<file path="config.mk">
export PLATFORM = sky130hd
export DESIGN_NAME = power_scale_sched
export DESIGN_NICKNAME = d
export VERILOG_FILES = /design/src/rtl/lightshow_pkg.sv /design/src/rtl/rr_arbiter.sv /design/src/rtl/power_scale_sched.sv
export SDC_FILE = /design/constraint.sdc
export NUM_CORES = 1
export LEC_CHECK = 0
export CORE_UTILIZATION = 52
export CTS_CLUSTER_DIAMETER = 50
export DETAILED_ROUTE_END_ITERATION = 12
export GPL_TIMING_DRIVEN = 0
export PLACE_DENSITY = 0.82
export REMOVE_ABC_BUFFERS = 1
export SLEW_MARGIN = 10
export SYNTH_ARGS = -nofsm -noshare
export SYNTH_HDL_FRONTEND = slang
export SYNTH_SLANG_ARGS = --single-unit
export TNS_END_PERCENT = 1
</file>
<file path="constraint.sdc">
create_clock -name clk -period 6.35 [get_ports clk]
set_input_delay 1.27 -clock clk [delete_from_list [all_inputs] [get_ports clk]]
set_output_delay 1.27 -clock clk [all_outputs]
set_load 0.01 [all_outputs]
</file>
<file path="src/rtl/lightshow_pkg.sv">
// Shared types and constants for the LED lightshow colour pipeline.
package lightshow_pkg;

   localparam int N_REQ_DEFAULT = 4;

   localparam int R_HI = 23;
   localparam int G_HI = 15;
   localparam int B_HI = 7;

   typedef enum logic [2:0] {
      IDLE  = 3'd0,
      MUL_R = 3'd1,
      MUL_G = 3'd2,
      MUL_B = 3'd3,
      DONE  = 3'd4
   } sched_state_t;

endpackage

</file>
<file path="src/rtl/rr_arbiter.sv">
// Combinational round-robin arbiter: first set request at or above ptr, wrapping.
module rr_arbiter #(
   parameter int N  = 4,
   parameter int IW = $clog2(N)
) (
   input  logic [N-1:0]  req,
   input  logic [IW-1:0] ptr,
   output logic [N-1:0]  gnt,
   output logic [IW-1:0] idx
);

   logic [2*N-1:0] req_dbl;
   logic [N-1:0]   rot;
   logic [IW-1:0]  off;
   logic [IW:0]    sum;
   logic           found;

   always_comb begin
      req_dbl = {req, req} >> ptr;
      rot     = req_dbl[N-1:0];
      off     = '0;
      found   = 1'b0;
      for (int i = 0; i < N; i++) begin
         if (!found && rot[i]) begin
            found = 1'b1;
            off   = IW'(i);
         end
      end
      // rotate the offset back into requester numbering, modulo N
      sum = {1'b0, ptr} + {1'b0, off};
      if (sum >= (IW+1)'(N))
         sum = sum - (IW+1)'(N);
      idx = sum[IW-1:0];
      gnt = found ? (N'(1) << idx) : '0;
   end

endmodule

</file>
<file path="src/rtl/power_scale_sched.sv">
// Shares one 8x8 multiplier among N_REQ colour requesters, scaling each
// snapshot colour by sig_power one channel per cycle.
//
// state | meaning
// IDLE  | no service in progress, arbitrating on req
// MUL_R | scaling red byte of the snapshot colour
// MUL_G | scaling green byte
// MUL_B | scaling blue byte, result register loaded at end of cycle
// DONE  | result presented; re-arbitrate for a back-to-back start
module power_scale_sched
   import lightshow_pkg::*;
#(
   parameter int N_REQ = N_REQ_DEFAULT,
   parameter int ID_W  = $clog2(N_REQ)
) (
   input  logic                  clk,
   input  logic                  reset,
   input  logic [N_REQ-1:0]      req,
   input  logic [24*N_REQ-1:0]   req_color,
   input  logic [7:0]            sig_power,
   output logic [N_REQ-1:0]      gnt,
   output logic                  res_valid,
   output logic [ID_W-1:0]       res_id,
   output logic [23:0]           res_color,
   output logic                  busy
);

   sched_state_t     state, state_nxt;
   logic [ID_W-1:0]  ptr, id_s, id_inc, arb_ptr, arb_idx;
   logic [N_REQ-1:0] arb_gnt;
   logic [23:0]      col_s, col_sel;
   logic [7:0]       pow_s, acc_r, acc_g, mul_a, prod_hi;
   logic             start;

   assign id_inc  = (id_s == ID_W'(N_REQ-1)) ? '0 : id_s + ID_W'(1);
   // in DONE the pointer update is still in flight, so arbitrate on its next value
   assign arb_ptr = (state == DONE) ? id_inc : ptr;
   assign start   = ((state == IDLE) || (state == DONE)) && (|req);

   rr_arbiter #(.N(N_REQ), .IW(ID_W)) u_arb (
      .req (req),
      .ptr (arb_ptr),
      .gnt (arb_gnt),
      .idx (arb_idx)
   );

   always_comb begin
      col_sel = '0;
      for (int i = 0; i < N_REQ; i++)
         if (arb_gnt[i])
            col_sel = col_sel | req_color[24*i +: 24];
   end

   always_comb begin
      case (state)
         MUL_R:   mul_a = col_s[R_HI -: 8];
         MUL_G:   mul_a = col_s[G_HI -: 8];
         default: mul_a = col_s[B_HI -: 8];
      endcase
      prod_hi = 8'((16'(mul_a) * 16'(pow_s)) >> 8);
   end

   always_comb begin
      case (state)
         IDLE:    state_nxt = (|req) ? MUL_R : IDLE;
         MUL_R:   state_nxt = MUL_G;
         MUL_G:   state_nxt = MUL_B;
         MUL_B:   state_nxt = DONE;
         DONE:    state_nxt = (|req) ? MUL_R : IDLE;
         default: state_nxt = IDLE;
      endcase
   end

   always_ff @(posedge clk or posedge reset) begin
      if (reset) begin
         state     <= IDLE;
         ptr       <= '0;
         id_s      <= '0;
         col_s     <= '0;
         pow_s     <= '0;
         acc_r     <= '0;
         acc_g     <= '0;
         res_color <= '0;
         res_id    <= '0;
      end else begin
         state <= state_nxt;
         if (start) begin
            col_s <= col_sel;
            pow_s <= sig_power;
            id_s  <= arb_idx;
         end
         if (state == DONE)
            ptr <= id_inc;
         case (state)
            MUL_R: acc_r <= prod_hi;
            MUL_G: acc_g <= prod_hi;
            // output register only moves here, so res_color holds between results
            MUL_B: begin
               res_color <= {acc_r, acc_g, prod_hi};
               res_id    <= id_s;
            end
            default: ;
         endcase
      end
   end

   assign busy      = (state != IDLE);
   assign res_valid = (state == DONE);
   assign gnt       = ((state == MUL_R) || (state == MUL_G) || (state == MUL_B))
                      ? (N_REQ'(1) << id_s) : '0;

endmodule

</file>
# After elaboration in Yosys (flattened, before gate mapping)
# Cells that the tools add are included.
[totals]
elab_cells = 58
output_inout_bits = 32
in_bits = 110
reg_bits = 81
[op_classes]
eq_ne = 5
shifts = 3
n_mux = 19
bitwise = 3
n_reduce_logical = 14
mul = 1
add_sub_neg = 3
order_cmp = 1
[op_table]
columns = ["operator", "count"]
rows = [
  ["24-bit 2-to-1 mux", 4],
  ["24-bit OR", 3],
  ["8-bit by 8-bit multiplier with 16-bit output", 1],
  ["8-bit one-hot mux with 2 select lines", 1],
  ["3-bit one-hot mux with 4 select lines", 1],
  ["2-bit 2-to-1 mux", 5],
  ["4-bit 2-to-1 mux", 2],
  ["1-bit by 2-bit left shift with 4-bit output (first input constant)", 2],
  ["8-bit by 2-bit right shift with 4-bit output", 1],
  ["3-bit by 2-bit equality test with 1-bit output (second input constant)", 2],
  ["1-bit 2-to-1 mux", 6],
  ["1-bit logical AND", 4],
  ["4-bit OR reduction", 1],
  ["2-bit by 2-bit adder with 3-bit output", 1],
  ["3-bit by 1-bit equality test with 1-bit output (second input constant)", 1],
  ["3-bit equality test (second input constant)", 1],
  ["3-bit >= comparator (second input constant)", 1],
  ["1-bit logical NOT", 3],
  ["3-bit logical NOT", 1],
  ["1-bit logical OR", 3],
  ["3-bit nonzero test", 1],
  ["2-bit by 1-bit adder with 2-bit output (second input constant)", 1],
  ["2-bit equality test (second input constant)", 1],
  ["2-bit OR reduction", 1],
  ["2-bit by 1-bit subtractor with 2-bit output (second input constant)", 1],
]

# Longest topological paths before layout
[depth]
word_depth = 26
ltp_mapped = 22
depth_no_buf = 20

# By module
# Synthesis repeated with hierarchy kept, for this count alone.
[hier_totals]
cells_unflattened = 680
area_unflattened_um2 = 6202.2
[modules_own_cells]
columns = ["module", "n_inst", "seq_area_each_um2", "cells_each", "area_per_inst_um2"]
rows = [
  ["power_scale_sched", 1, 2026.9, 641, 5930.7],
  ["rr_arbiter", 1, 0.0, 39, 271.5],
]

# Worst setup path after synthesis
# OpenSTA, ideal clock, no wires.
[synth_timing]
path_type = "register to register"
from = "register state[1]"
to = "register acc_r[3]"
setup_time_ns = 0.131
synth_period_minus_slack_ns = 4.997
stages_incl_launch_ff = 22
arrival_ns = 4.867
n_path_buf = 2
t_required_ns = 6.219
setup_slack_ns = 1.353
path_cell_list = "dfrtp_1 -> buf_2 -> nor2b_1 -> clkbuf_1 -> a32oi_1 -> nand2_1 -> and2_1 -> ha_1 -> fa_1 -> ha_1 -> inv_1 -> fa_1 -> inv_1 -> ha_1 -> nand4b_1 -> a221o_1 -> a2111oi_0 -> o21ai_0 -> o21bai_1 -> a21oi_1 -> xor2_1 -> o21ai_0"
[synth_via]
elab_chain_len = 3
elab_cells_between_ends = 4
classes_between = "mul (1); eq/ne (2); mux (1)"
[synth_rtl]
columns = ["element", "line", "rtl"]
rows = [
  ["from (decl)", "power_scale_sched.sv:28", "sched_state_t state, state_nxt;"],
  ["from (signal assigned)", "power_scale_sched.sv:86", "state <= state_nxt;"],
  ["3-bit by 2-bit equality test with 1-bit output or 3-bit by 1-bit equality test with 1-bit output (tied branches)", "power_scale_sched.sv:55, power_scale_sched.sv:94", ""],
  ["8-bit one-hot mux with 2 select lines", "power_scale_sched.sv:55", "case (state)"],
  ["8-bit by 8-bit multiplier with 16-bit output", "power_scale_sched.sv:60", "prod_hi = 8'((16'(mul_a) * 16'(pow_s)) >> 8);"],
  ["to (signal assigned)", "power_scale_sched.sv:95", "MUL_R: acc_r <= prod_hi;"],
  ["to (decl)", "power_scale_sched.sv:32", "logic [7:0] pow_s, acc_r, acc_g, mul_a, prod_hi;"],
]
# Parallel ways exist; a longest one is shown, timed or not.
# A chain may end at the register's enable or synchronous reset.

# Worst setup path after layout
[layout_timing]
from = "register state[1]"
to = "register res_color[5]"
[layout_via]
elab_chain_len = 3
elab_cells_between_ends = 5
classes_between = "mul (1); eq/ne (3); mux (1)"
[layout_rtl]
columns = ["element", "line", "rtl"]
rows = [
  ["3-bit by 2-bit equality test with 1-bit output or 3-bit by 1-bit equality test with 1-bit output (tied branches)", "power_scale_sched.sv:55", ""],
  ["8-bit one-hot mux with 2 select lines", "power_scale_sched.sv:55", ""],
  ["8-bit by 8-bit multiplier with 16-bit output", "power_scale_sched.sv:60", ""],
  ["to (signal assigned)", "power_scale_sched.sv:99", "res_color <= {acc_r, acc_g, prod_hi};"],
  ["to (decl)", "power_scale_sched.sv:24", "output logic [23:0] res_color,"],
]
# Parallel ways exist; a longest one is shown, timed or not.

==> flow_metrics.tcl <==
set metrics [dict create \
    postCtsSetupBuffers 0 \
    grt_util_all_layers_pct 27.2 \
    placement.cell_area_sq_um 8010 \
    finish.instance_area_sq_um 8330 \
    cts_root_buffer "clkbuf_16" \
    post_synth_most_frequent_cells "nand2_1, dfrtp_1, a21oi_1" \
    grt_pass1_wl_um 28100 \
    fp.coreArea_sq_um 12000 \
    criticalPathCategory "register to register" \
    timing.critical_path.buf_inv 2 \
    fin_cells 1026 \
    gr-max-usage-layer "met2" \
    post_syn_instances 753 \
    rsz_0062_raised_after_global_routing "no" \
    final_nets 1057 \
    place_hpwl_um 12500 \
    number_of_global_route_vias_before_repair 6219 \
    crit_path_start_kind "register" \
    hold_violations 0 \
    synth_enable_flop_cells 0 \
    timing.critical_path.required_ns 6.54 \
    worstMarginPinSlew_ns 1.05 \
    areaGrowthSynthToFinish_pct 29.6 \
    critical_path_arrival_ns 6.11 \
    timing.final.setup_violations 0 \
    share_of_synthesized_area_spent_on_multiplexers_pct 1.85 \
    fmax_mhz 169 \
    n_antenna_cell 0 \
    gr-total-overflow 0 \
    final_antenna_net_count 0 \
    post_dr_vias_cell 5.83 \
    fp.dieArea_sq_um 12800 \
    end_kind "register" \
    cp_top_family "adder cells" \
    io_pins 142 \
    fin_worst_skew_ns 0.00780 \
    cts-buffers-inserted 9 \
    final_layout_size_suffix_gt1_share_pct 5.23 \
    worstPathMaxFanout 10 \
    synthArstFlopShare_pct 100 \
    drtIter0Drc 428 \
    synthDominantCellAreaShare_pct 31.5 \
    post_synth_instance_area_sq_um 6430 \
    detailed_route_via_count 5983 \
    synth_seq_area_share_pct 31.5 \
    yosysMostFrequentCell "nand2_1" \
    clock_insertion_delay_worst_skew_ns 0.34 \
    post_synth_and_or_nand_nor_area_fraction_pct 22.4 \
    max_cap_violations 0 \
    syn-mean-instance-area_sq_um 8.53 \
    synth_top_family_by_area "simple AND/OR/NAND/NOR gates" \
    timing.critical_path.slowest_cell_delay_ns 0.78 \
    synth_largest_area_cell "dfrtp_1" \
    crit_path_top_cell_by_count "fa_1" \
    globalRouteMet1Util_pct 32.3 \
    initial_utilization_pct 53.5 \
    std_cell_rows 40 \
    floorplan.die.width_um 113 \
    synth-compound-area-share_pct 18.3 \
    clkTransAtPathRegs_ns 0.07 \
    synth_ff_type "dfrtp_1" \
    largest_net_degree_at_the_start_of_global_routing 63 \
    grtUsageMet2_pct 49.0 \
    run_status "finished, final reports clean" \
    worstPathCellList "nor2b_2 -> a22oi_1 -> o21ai_0 -> and2_1 -> fa_1 -> fa_1 -> fa_1 -> inv_1 -> fa_1 -> inv_1 -> ha_1 -> and3_1 -> o211ai_1 -> nand3b_1 -> a21oi_1 -> xor2_1 -> o21ai_0" \
    hold_buffers_post_cts 0 \
    post_drt_wl_per_cell_um 16.4 \
    cts_max_path_buffers 2 \
    drc_errors_left 0 \
    port_buffers 141 \
    die_height_um 113 \
    cts_htree_levels 3 \
    finalCritPeriodShare_pct 93.3 \
    grt_antenna_before_repair 0 \
    holdCritPathClass "register to register" \
    slowest_stage "o21ai_0" \
    synth.lib_cells_used.distinct 49 \
    synth.top_cells.by_area "dfrtp_1, nand2_1, fa_1" \
    synth.yosys.warnings 0 \
    post_synth_fa_ha_maj_area_fraction_pct 18.3 \
    clkSinkCount 81 \
    relative_slew_slack_pct 29.8 \
    slew_viol_final 0 \
    gp_congestion 0.845 \
    yosys_register_bits 81 \
    detail_route.wirelength_um 16800 \
    gr_layer_usage_met3_pct 4.28 \
    finalWorstPathRequiredPeriod_ns 5.93 \
    cts_tree "done" \
    synth_xor_area_share_pct 1.65 \
    place.detailed.instances 1010 \
    dr.pass1.iters 5 \
]
## tightest hold or removal path, stage by stage (launching register included)
cell and delay, ns:
dfrtp_1 0.34, nand2_1 0.05, nand2_1 0.05
## final cells by class
class / count / area (sq um)
multi-input combinational: 577 / 4060
fill: 894 / 3680
sequential: 81 / 2030
timing repair buffer: 149 / 1540
clock buffer: 9 / 225
inverter: 56 / 213
tap: 147 / 184
clock inverter: 7 / 80.1
## sequential cells by signal, indices dropped and copies added (netlist names)
name,cells
state,3
ptr,2
pow_s,8
acc_r,8
col_s,24
acc_g,8
id_s,2
res_color,24
res_id,2
## kinds of logic after synthesis
family | count (synthesis)
flip-flops | 81
adder cells (fa/ha/maj) | 73
buffers and inverters | 95
XOR/XNOR | 10
AO/OA/AOI/OAI | 172
multiplexers | 11
AND/OR/NAND/NOR | 311
## placed cells by master, fill, tap and decap left out, drive strengths merged, types with 2 or more instances in the layout
cell           synthesis  final
nand2                196    196
clkdlybuf4s50          0    141
dfrtp                 81     81
a21oi                 61     61
and2                  55     55
inv                   54     55
o21ai                 40     40
ha                    38     38
fa                    35     35
nor2b                 30     30
a221o                 25     25
a311o                 24     24
nor2                  13     13
clkbuf                29      9
buf                   10      8
mux2                   7      7
xnor2                  7      7
a22oi                  6      6
nor3                   5      5
clkinv                 2      5
mux2i                  4      4
xor2                   3      3
a2111oi                3      3
o21bai                 2      2
nand3b                 2      2
and3                   2      2
clkinvlp               0      2
nor3b                  2      2
## per-stage QoR
step,setup TNS (ns),utilization [%],hold slack [ns],worst slack [ns]
after floorplan,0,-,0.439,0.333
after global placement,-54.83,65.4,0.453,-2.03
after detailed placement,0,66.7,0.462,0.0822
after CTS,0,69.2,0.476,0.0133
after global routing,0,69.3,0.495,0.0719
final,0,69.3,0.475,0.424
## layer usage
layer	part of all wire, %	up-vias
li1	-	2787
met2	51	226
met1	41	2920
met5	0	-
met4	3.1	0
met3	5.0	50
## what timing repair did
item	CTS	global route
cloned	0	0
resized for setup	1	8
endpoints found under the setup margin	2	21
## final timing paths
path                       depth (start not counted)  slack (ns)       endpoint           from
min in group asynchronous                          2        1.23  res_color[13]          reset
max                                               17        0.42   res_color[5]       state[1]
max reg2reg                                       17        0.42   res_color[5]       state[1]
min                                                2        0.48  res_color[21]  res_color[21]
min reg2reg                                        2        0.48  res_color[21]  res_color[21]
max in group asynchronous                          3        4.53       pow_s[2]          reset
Power is not shown: default switching activity piles up to over one toggle a cycle in this logic, so the estimate is an artifact.
